$ cat src/rtl/dac_spi_tx.sv
// SPI transmitter for a 12-bit DAC: a small sample FIFO feeding a 16-bit frame serialiser (SPI mode 0).
// Optional per-frame load strobe ldac_n is built when DAC_LDAC_EN is defined.
module dac_spi_tx #(
  parameter int         DATA_W     = 12,
  parameter logic [3:0] CTRL_WORD  = 4'b0011,
  parameter int         CLK_DIV    = 2,
  parameter int         FIFO_DEPTH = 4,
  parameter int         CS_GAP     = 2
) (
  input  logic              clk,
  input  logic              rst,
  input  logic [DATA_W-1:0] sample_in,
  input  logic              sample_valid,
  output logic              sample_ready,
  output logic              cs_n,
  output logic              sclk,
  output logic              mosi,
  output logic              busy,
  output logic              overflow,
`ifdef DAC_LDAC_EN
  output logic              ldac_n,
`endif
  output logic [1:0]        state_dbg
);

  localparam int FRAME_W = 4 + DATA_W;
  localparam int AW      = $clog2(FIFO_DEPTH);
  localparam int DIV_MAX = (CLK_DIV > CS_GAP) ? CLK_DIV : CS_GAP;
  localparam int DIV_W   = $clog2(DIV_MAX + 1);

  localparam logic [DIV_W-1:0] DIV_LAST = DIV_W'(CLK_DIV - 1);
  localparam logic [DIV_W-1:0] GAP_LAST = DIV_W'(CS_GAP - 1);
  localparam logic [4:0]       BIT_LAST = 5'(FRAME_W - 1);
  localparam logic [AW:0]      DEPTH_L  = (AW+1)'(FIFO_DEPTH);

  typedef enum logic [1:0] {
    ST_IDLE  = 2'd0,
    ST_SHIFT = 2'd1,
    ST_GAP   = 2'd2
  } state_t;

  // Handshake: a sample is accepted on any clk edge where sample_valid && sample_ready;
  // sample_ready depends only on FIFO fullness, never on sample_valid.

  state_t               state_q, state_d;
  logic [FRAME_W-1:0]   shreg_q, shreg_d;
  logic [4:0]           bit_q, bit_d;
  logic [DIV_W-1:0]     div_q, div_d;
  logic                 sclk_q, sclk_d;
  logic                 cs_n_q, cs_n_d;
  logic                 mosi_q, mosi_d;
  logic                 ovf_q, ovf_d;
  logic [AW:0]          wr_ptr_q, wr_ptr_d;
  logic [AW:0]          rd_ptr_q, rd_ptr_d;
  logic [DATA_W-1:0]    fifo_mem_q [FIFO_DEPTH];
  logic                 full, empty, push, pop;
`ifdef DAC_LDAC_EN
  logic                 ldac_n_q, ldac_n_d;
`endif

  assign full         = (wr_ptr_q - rd_ptr_q) == DEPTH_L;
  assign empty        = (wr_ptr_q == rd_ptr_q);
  assign push         = sample_valid && !full;
  assign sample_ready = !full;

  always_comb begin
    wr_ptr_d = wr_ptr_q;
    rd_ptr_d = rd_ptr_q;
    ovf_d    = ovf_q;
    if (push) wr_ptr_d = wr_ptr_q + 1'b1;
    if (pop)  rd_ptr_d = rd_ptr_q + 1'b1;
    if (sample_valid && full) ovf_d = 1'b1;
  end

  always_ff @(posedge clk) begin
    if (push) fifo_mem_q[wr_ptr_q[AW-1:0]] <= sample_in;
  end

  always_comb begin
    state_d = state_q;
    shreg_d = shreg_q;
    bit_d   = bit_q;
    div_d   = div_q;
    sclk_d  = sclk_q;
    cs_n_d  = cs_n_q;
    mosi_d  = mosi_q;
    pop     = 1'b0;
`ifdef DAC_LDAC_EN
    ldac_n_d = 1'b1;
`endif
    case (state_q)
      ST_IDLE: begin
        if (!empty) begin
          pop     = 1'b1;
          shreg_d = {CTRL_WORD, fifo_mem_q[rd_ptr_q[AW-1:0]]};
          mosi_d  = CTRL_WORD[3];
          cs_n_d  = 1'b0;
          sclk_d  = 1'b0;
          bit_d   = '0;
          div_d   = '0;
          state_d = ST_SHIFT;
        end
      end
      ST_SHIFT: begin
        if (div_q == DIV_LAST) begin
          div_d  = '0;
          sclk_d = !sclk_q;
          // Falling sclk edge: present the next bit, or close the frame after the last one.
          if (sclk_q) begin
            if (bit_q == BIT_LAST) begin
              cs_n_d  = 1'b1;
              mosi_d  = 1'b0;
              state_d = ST_GAP;
            end else begin
              shreg_d = shreg_q << 1;
              mosi_d  = shreg_q[FRAME_W-2];
              bit_d   = bit_q + 5'd1;
            end
          end
        end else begin
          div_d = div_q + 1'b1;
        end
      end
      ST_GAP: begin
        if (div_q == GAP_LAST) begin
          div_d   = '0;
          state_d = ST_IDLE;
`ifdef DAC_LDAC_EN
          ldac_n_d = 1'b0;
`endif
        end else begin
          div_d = div_q + 1'b1;
        end
      end
      default: state_d = ST_IDLE;
    endcase
  end

  always_ff @(posedge clk) begin
    if (!rst) begin
      state_q  <= ST_IDLE;
      shreg_q  <= '0;
      bit_q    <= '0;
      div_q    <= '0;
      sclk_q   <= 1'b0;
      cs_n_q   <= 1'b1;
      mosi_q   <= 1'b0;
      ovf_q    <= 1'b0;
      wr_ptr_q <= '0;
      rd_ptr_q <= '0;
`ifdef DAC_LDAC_EN
      ldac_n_q <= 1'b1;
`endif
    end else begin
      state_q  <= state_d;
      shreg_q  <= shreg_d;
      bit_q    <= bit_d;
      div_q    <= div_d;
      sclk_q   <= sclk_d;
      cs_n_q   <= cs_n_d;
      mosi_q   <= mosi_d;
      ovf_q    <= ovf_d;
      wr_ptr_q <= wr_ptr_d;
      rd_ptr_q <= rd_ptr_d;
`ifdef DAC_LDAC_EN
      ldac_n_q <= ldac_n_d;
`endif
    end
  end

  assign cs_n      = cs_n_q;
  assign sclk      = sclk_q;
  assign mosi      = mosi_q;
  assign busy      = (state_q != ST_IDLE);
  assign overflow  = ovf_q;
  assign state_dbg = state_q;
`ifdef DAC_LDAC_EN
  assign ldac_n    = ldac_n_q;
`endif

endmodule

$ cat config.mk
export PLATFORM = sky130hd
export DESIGN_NAME = dac_spi_tx
export DESIGN_NICKNAME = d
export VERILOG_FILES = /design/src/rtl/dac_spi_tx.sv
export SDC_FILE = /design/constraint.sdc
export NUM_CORES = 1
export LEC_CHECK = 0
export BUFFER_PORTS_ARGS = -buffer_cell sky130_fd_sc_hd__buf_2
export CORE_MARGIN = 10
export CORE_UTILIZATION = 60
export DETAILED_ROUTE_END_ITERATION = 7
export PLACE_DENSITY = 0.84
export SYNTH_ARGS = -nofsm -noshare
export SYNTH_HDL_FRONTEND = slang
export SYNTH_SLANG_ARGS = --single-unit
$ cat constraint.sdc
create_clock -name clk -period 2.05 [get_ports clk]
set_input_delay 0.3075 -clock clk [delete_from_list [all_inputs] [get_ports clk]]
set_output_delay 0.3075 -clock clk [all_outputs]
set_load 0.005 [all_outputs]
### Yosys cells after proc, flatten, opt, wreduce, memory -nomap -nowiden

Memory sizes are Yosys's and may differ from the RTL's. A register that Yosys moved wholly into a read port is not among the register bits.
Index checks and enable logic that the tools add are counted.

| storage, ports and cells | value |
|---|---|
| memories kept | 1 |
| register bits | 34 |
| RAM bits | 48 |
| word-level logic and storage cells | 79 |
| bits of input ports | 15 |

Memory list:

| memory | words | width | read ports | clocked after memory_dff | write ports | RTL line | text |
|---|---|---|---|---|---|---|---|
| fifo_mem_q | 4 | 12 | 1 | 1 | 1 | 55 | `logic [DATA_W-1:0] fifo_mem_q [FIFO_DEPTH];` |

| cells by class | value |
|---|---|
| reduce and logical (&&, ||, !) cells | 15 |
| muxes and demuxes | 36 |
| equality and inequality tests | 12 |
| add/sub/neg operators | 5 |

Operators by type and width:

| kind | number |
|---|---|
| 2-to-1 mux 15 bit | 4 |
| case mux 15 bit (2 select lines) | 1 |
| 2-to-1 mux 5 bit | 4 |
| 2-to-1 mux 2 bit | 9 |
| AND reduction 5 bit | 3 |
| 2-to-1 mux 1 bit | 12 |
| inequality test 2 bit, second input constant | 6 |
| case mux 5 bit (2 select lines) | 1 |
| adder 3 x 1 -> 3 bit, second input constant | 2 |
| case mux 1 bit (2 select lines) | 3 |
| case mux 2 bit (3 select lines) | 1 |
| nonzero test 2 bit | 3 |
| adder 5 x 1 -> 5 bit, second input constant | 1 |
| equality test 5 x 4 -> 1 bit, second input constant | 1 |
| equality test 2 x 1 -> 1 bit, second input constant | 2 |
| case mux 2 bit (2 select lines) | 1 |
| AND reduction 4 bit | 1 |
| equality test 3 bit | 1 |
| equality test 3 bit, second input constant | 1 |
| AND reduction 3 bit | 1 |
| subtractor 3 bit | 1 |
| adder 2 x 1 -> 2 bit, second input constant | 1 |
| equality test 2 bit, second input constant | 1 |
| logical AND 1 bit | 2 |
| other kinds (4) | 5 |

### Depth between registers and ports, before layout

| depth | value |
|---|---|
| depth in word-level cells | 6 |
| gate-level depth with buffers | 9 |
| mapped depth without buffers | 7 |

### Worst setup path before layout

OpenSTA, ideal clock, no wires.

| timing path | value |
|---|---|
| path kind | register to register |
| start point | register rd_ptr_q[1] |
| end point | memory fifo_mem_q[0][0] (enable) |
| clock period less this slack | 1881 ps |
| arrival time | 1526 ps |
| library setup time | 355 ps |
| setup slack | 169 ps |
| cell stages (with the launch flop) | 7 |
| buffers on the path | 0 |
| cells stage by stage | dfxtp_1 -> inv_1 -> ha_1 -> nand2b_1 -> xnor2_2 -> a31oi_4 -> and2_1 |

| between the ends | value |
|---|---|
| cells in the longest elaborated chain, start to end | 6 |

Ends and longest elaborated chain:

| element | RTL line | text |
|---|---|---|
| start: declaration | 54 | `logic [AW:0] rd_ptr_q, rd_ptr_d;` |
| start signal: assignment | 164 | `rd_ptr_q <= rd_ptr_d;` |
| subtractor 3 bit | 61 | `assign full = (wr_ptr_q - rd_ptr_q) == DEPTH_L;` |
| equality test 3 bit | 61 |  |
| logical NOT 1 bit | 63 | `assign push = sample_valid && !full;` |
| logical AND 1 bit | 63 |  |
| 2-to-1 mux 1 bit | 76 | `if (push) fifo_mem_q[wr_ptr_q[AW-1:0]] <= sample_in;` |
| 2-to-1 mux 1 bit (implied by the code) | 76 |  |
| end: declaration | 55 |  |

No other way between the ends.

### Worst setup path in the final report

| timing path | value |
|---|---|
| start point | register bit_q[0] |
| end point | register bit_q[3] |

| between the ends | value |
|---|---|
| cells in the longest elaborated chain, start to end | 5 |
| elaborated cells on any way between the ends | 8 |

Ends and longest elaborated chain:

| element | RTL line | text |
|---|---|---|
| start: declaration | 47 | `logic [4:0] bit_q, bit_d;` |
| start signal: assignment | 157 | `bit_q <= bit_d;` |
| adder 5 x 1 -> 5 bit | 117 | `bit_d = bit_q + 5'd1;` |
| 2-to-1 mux 5 bit | 110 | `if (bit_q == BIT_LAST) begin` |
| 2-to-1 mux 5 bit | 109 | `if (sclk_q) begin` |
| 2-to-1 mux 5 bit | 105 | `if (div_q == DIV_LAST) begin` |
| case mux 5 bit (2 select lines) | 91 | `case (state_q)` |

Parallel ways exist; a longest one is shown, timed or not. The select of a mux whose other input is x is not followed.
A chain may end at the register's enable or synchronous reset.

==> results.md <==
- Status: completed
- DP HPWL: about 4.8 mm
- Post-route antenna net violation count: 0
- Vias per std cell: slightly below 6
- Dpl ws: 77.94 ps
- Synth Flop Type: edfxtp_1
- Maximum number of pins on one net before global-route repair: 22
- Clk network pwr share: 21.3%
- Reg2reg path depth: 7
- Worst slew pin tran: approximately 600 ps
- CTS buffer count: 9
- Sw Ratio: around a third
- H-tree Lvls: 3
- Seq/Total Area, Yosys: approximately 60%
- Residual DRC count: 0
- DRT iter0 DRCs: between 100 and 150
- Antenna diodes: 0
- Postcts setup bufs: 0
- Final Cycle Share: 95.02%
- Final hold vios: 0
- Sequential fraction of design power: 43.3%
- Core Util, Final: between 70 and 80%
- Clock Path Buffers: 2
- Max Clk Rate: just over 500 MHz
- Die Wd: about 100 um
- Post-Route WL: between 6 and 7 mm
- WHS Path Cells: 1
- Reg area: roughly 2200 um2
- Peak supply drop: 0.0006580 V
- Placed cells: 370
- WS Path Type: flop to flop
- Tmin final: about 2000 ps
- Worst min path class: input pin to flop
- Core Box Area: 5886 um2
- Worst skew pair latency: about 360 ps
- Register bit total from synthesis: 84
- Min-delay src: sample_in[5]
- CP cell instances: ha_1, and3_1, ha_1, and4b_1, nand3_1, or4_1, a31oi_1
- First-pass DRT Iterations: 4
- Slew Limit Fails: 0
- CP Launch Type: flop
- Clock sinks: between 80 and 90
- Critical path arrival: 2220 ps
- Routed via count: ~2200
- Filler Cell Count: 402
- Net Count, Synth: around 300
- Die area: about 9500 um2
- DIE HEIGHT: around 98 um
- Cell with the most instances on the worst path: ha_1
- R2r startpoint: bit_q[0]
- Rows: 28
- Worst slew margin: between 60% and 70%
- Clock transition at the registers of the reported paths: 90 ps
- Boundary pin count: 23
- Nets@finish: roughly 330
- First-pass GRT wire length: roughly 11 mm
- Endpoint type of the worst setup path: flop
- Area Growth Syn to Fin: 14.49%
- FFs w/ async S/R, synth: 0%
- Fin Setup TNS: 0 ps
- Reg2reg end: bit_q[3]
- Buffers on Ports: 22
- R2R Setup Slk: 100 ps
- # hold bufs at CTS: 0
- Initial core utilization: between 60 and 70%
- Final Non-Filler Cells: approximately 390
- Post-synthesis average cell area: approximately 13 um2
- Initial antenna violation count: 0
- Largest cells by area after synthesis: edfxtp_1 40%, dfxtp_1 20%, mux4_2 7.5%
- PwrDens: 1294 nW/um2
- Maxcap violations: 0
- Final setup viols: 0
- Worst EP required: 2320 ps
- P_int: around 3.5 mW
- Ys Warns: 0
- Cell count after synthesis: around 270
- Top cells by count, synth: 48 x edfxtp_1, 36 x dfxtp_1, 27 x nand2_1
- Post-synth EDFFs: 48
- Unique masters post-synth: 44
- Leakage: 1.588 nW
- GRT Util Overall: 14.53%
- Hold Path End: fifo_mem_q[2][5]
- Layout cells sized above 1: 26.05%
- Most frequent cell after synthesis: edfxtp_1
- Final WS setup: between 100 and 150 ps
- Cell accounting for the most synthesized area: edfxtp_1
- Footprint of the multi-input gates: 1358 um2
- Number of global-route vias before repair: 2263
- Tot Pwr: 5.344 mW
- Per-cell routed wire length: between 15 and 20 um
- Synth top area share: between 30% and 40%
- Total net switching power: approximately 1.9 mW
- CP max stage delay: between 400 and 500 ps
- Routability cong.: 0.7700
- Crit path max fanout: 4
- Combinational fraction of design power: a little over a third
- Slowest cell on the critical path: or4_1
- CTS tree: built
- Root Buffer: clkbuf_8
- Grt total ovfl: 0
- Mapped Area: about 3600 um2
- Clock Skew: approximately 12 ps
## worst max-delay path, delay by kind of cell (launching register included)
family / cells / cell delay [ps]
DFF: 1 / 340
and+or+nand+nor: 4 / 990
adders and majority gates: 2 / 400
AOI/OAI and AO/OA: 1 / 140
## state kept, by name, indices dropped and copies added, names as in the netlist, named ones only
signal / count
fifo_mem_q: 48
shreg_q: 15
bit_q: 5
rd_ptr_q: 3
wr_ptr_q: 3
div_q: 2
state_dbg: 2
cs_n: 1
mosi: 1
overflow: 1
sclk: 1
## timing repair
action | CTS | global route
setup endpoints to repair | 1 | 4
pin swaps | 0 | 1
resized for setup | 1 | 5
## worst max-delay path by stage
stage / slack, ps / endpoint / startpoint / cells after the start
2_1_floorplan: 170 / fifo_mem_q[0][0] / rd_ptr_q[1] / 6
3_5_place_dp: 80 / bit_q[3] / bit_q[0] / 7
4_1_cts: 40 / sample_ready / rd_ptr_q[1] / 6
3_3_place_gp: 130 / bit_q[3] / bit_q[0] / 7
6_report: 100 / bit_q[3] / bit_q[0] / 7
5_1_grt: -1 / sample_ready / wr_ptr_q[0] / 6
## cells by family (layout without fill, tap and decap cells)
kind of cell	Yosys count	after routing	synth area share (%)
AOI/OAI and AO/OA	39	39	8.010
DFF	84	84	59.92
buffers and inverters	25	67	3.225
and+or+nand+nor	72	72	10.02
xor gates and xnor gates	5	5	1.630
muxes	32	32	13.04
adders and majority gates	12	12	4.161
## power groups by stage
stage	combinational, mW	sequential (mW)	clock (mW)
2_1_floorplan	1.35	2.28	0
3_3_place_gp	1.80	2.32	0
3_5_place_dp	1.87	2.35	0
4_1_cts	1.88	2.31	1.17
5_1_grt	2.08	2.35	1.24
6_report	1.89	2.31	1.14
## layer usage
layer | GRT usage (%) | up-vias | wire, um
met5 | 0 | - | 0
met4 | 7.718 | 0 | 91
met1 | 17.28 | 1096 | 2967
li1 | - | 1086 | -
met3 | 2.774 | 9 | 218
met2 | 24.22 | 48 | 3429
## final cells by class
cell class / count / share of cell area (%)
Inverter: 12 / 1.090
Multi-Input combinational cell: 160 / 32.86
Sequential cell: 84 / 52.39
Timing Repair Buffer: 39 / 6.663
Clock buffer: 9 / 2.998
Clock inverter: 7 / 1.726
Tap cell: 75 / 2.271
## cell usage in the layout (no fill, tap or decap), types with 3 or more instances in the layout
cell type,n
xor2_1,3
dfxtp_1,34
buf_4,14
mux2i_1,20
clkbuf_8,9
inv_1,11
nor2_1,11
ha_1,11
a21oi_1,6
o21ai_0,6
edfxtp_1,48
buf_2,22
mux4_2,12
buf_12,3
and3_1,4
nand2_1,27
nand3_1,11
inv_6,4
o22ai_1,12
and2_1,3
## per-stage QoR
stage	hold WS, ps	instance area, um2
5_1_grt	150.0	4131
6_report	159.0	4131
3_3_place_gp	439.1	3906
3_5_place_dp	448.7	3906
2_1_floorplan	406.4	3608
4_1_cts	146.5	4113
(Power assumes the default switching activity.)
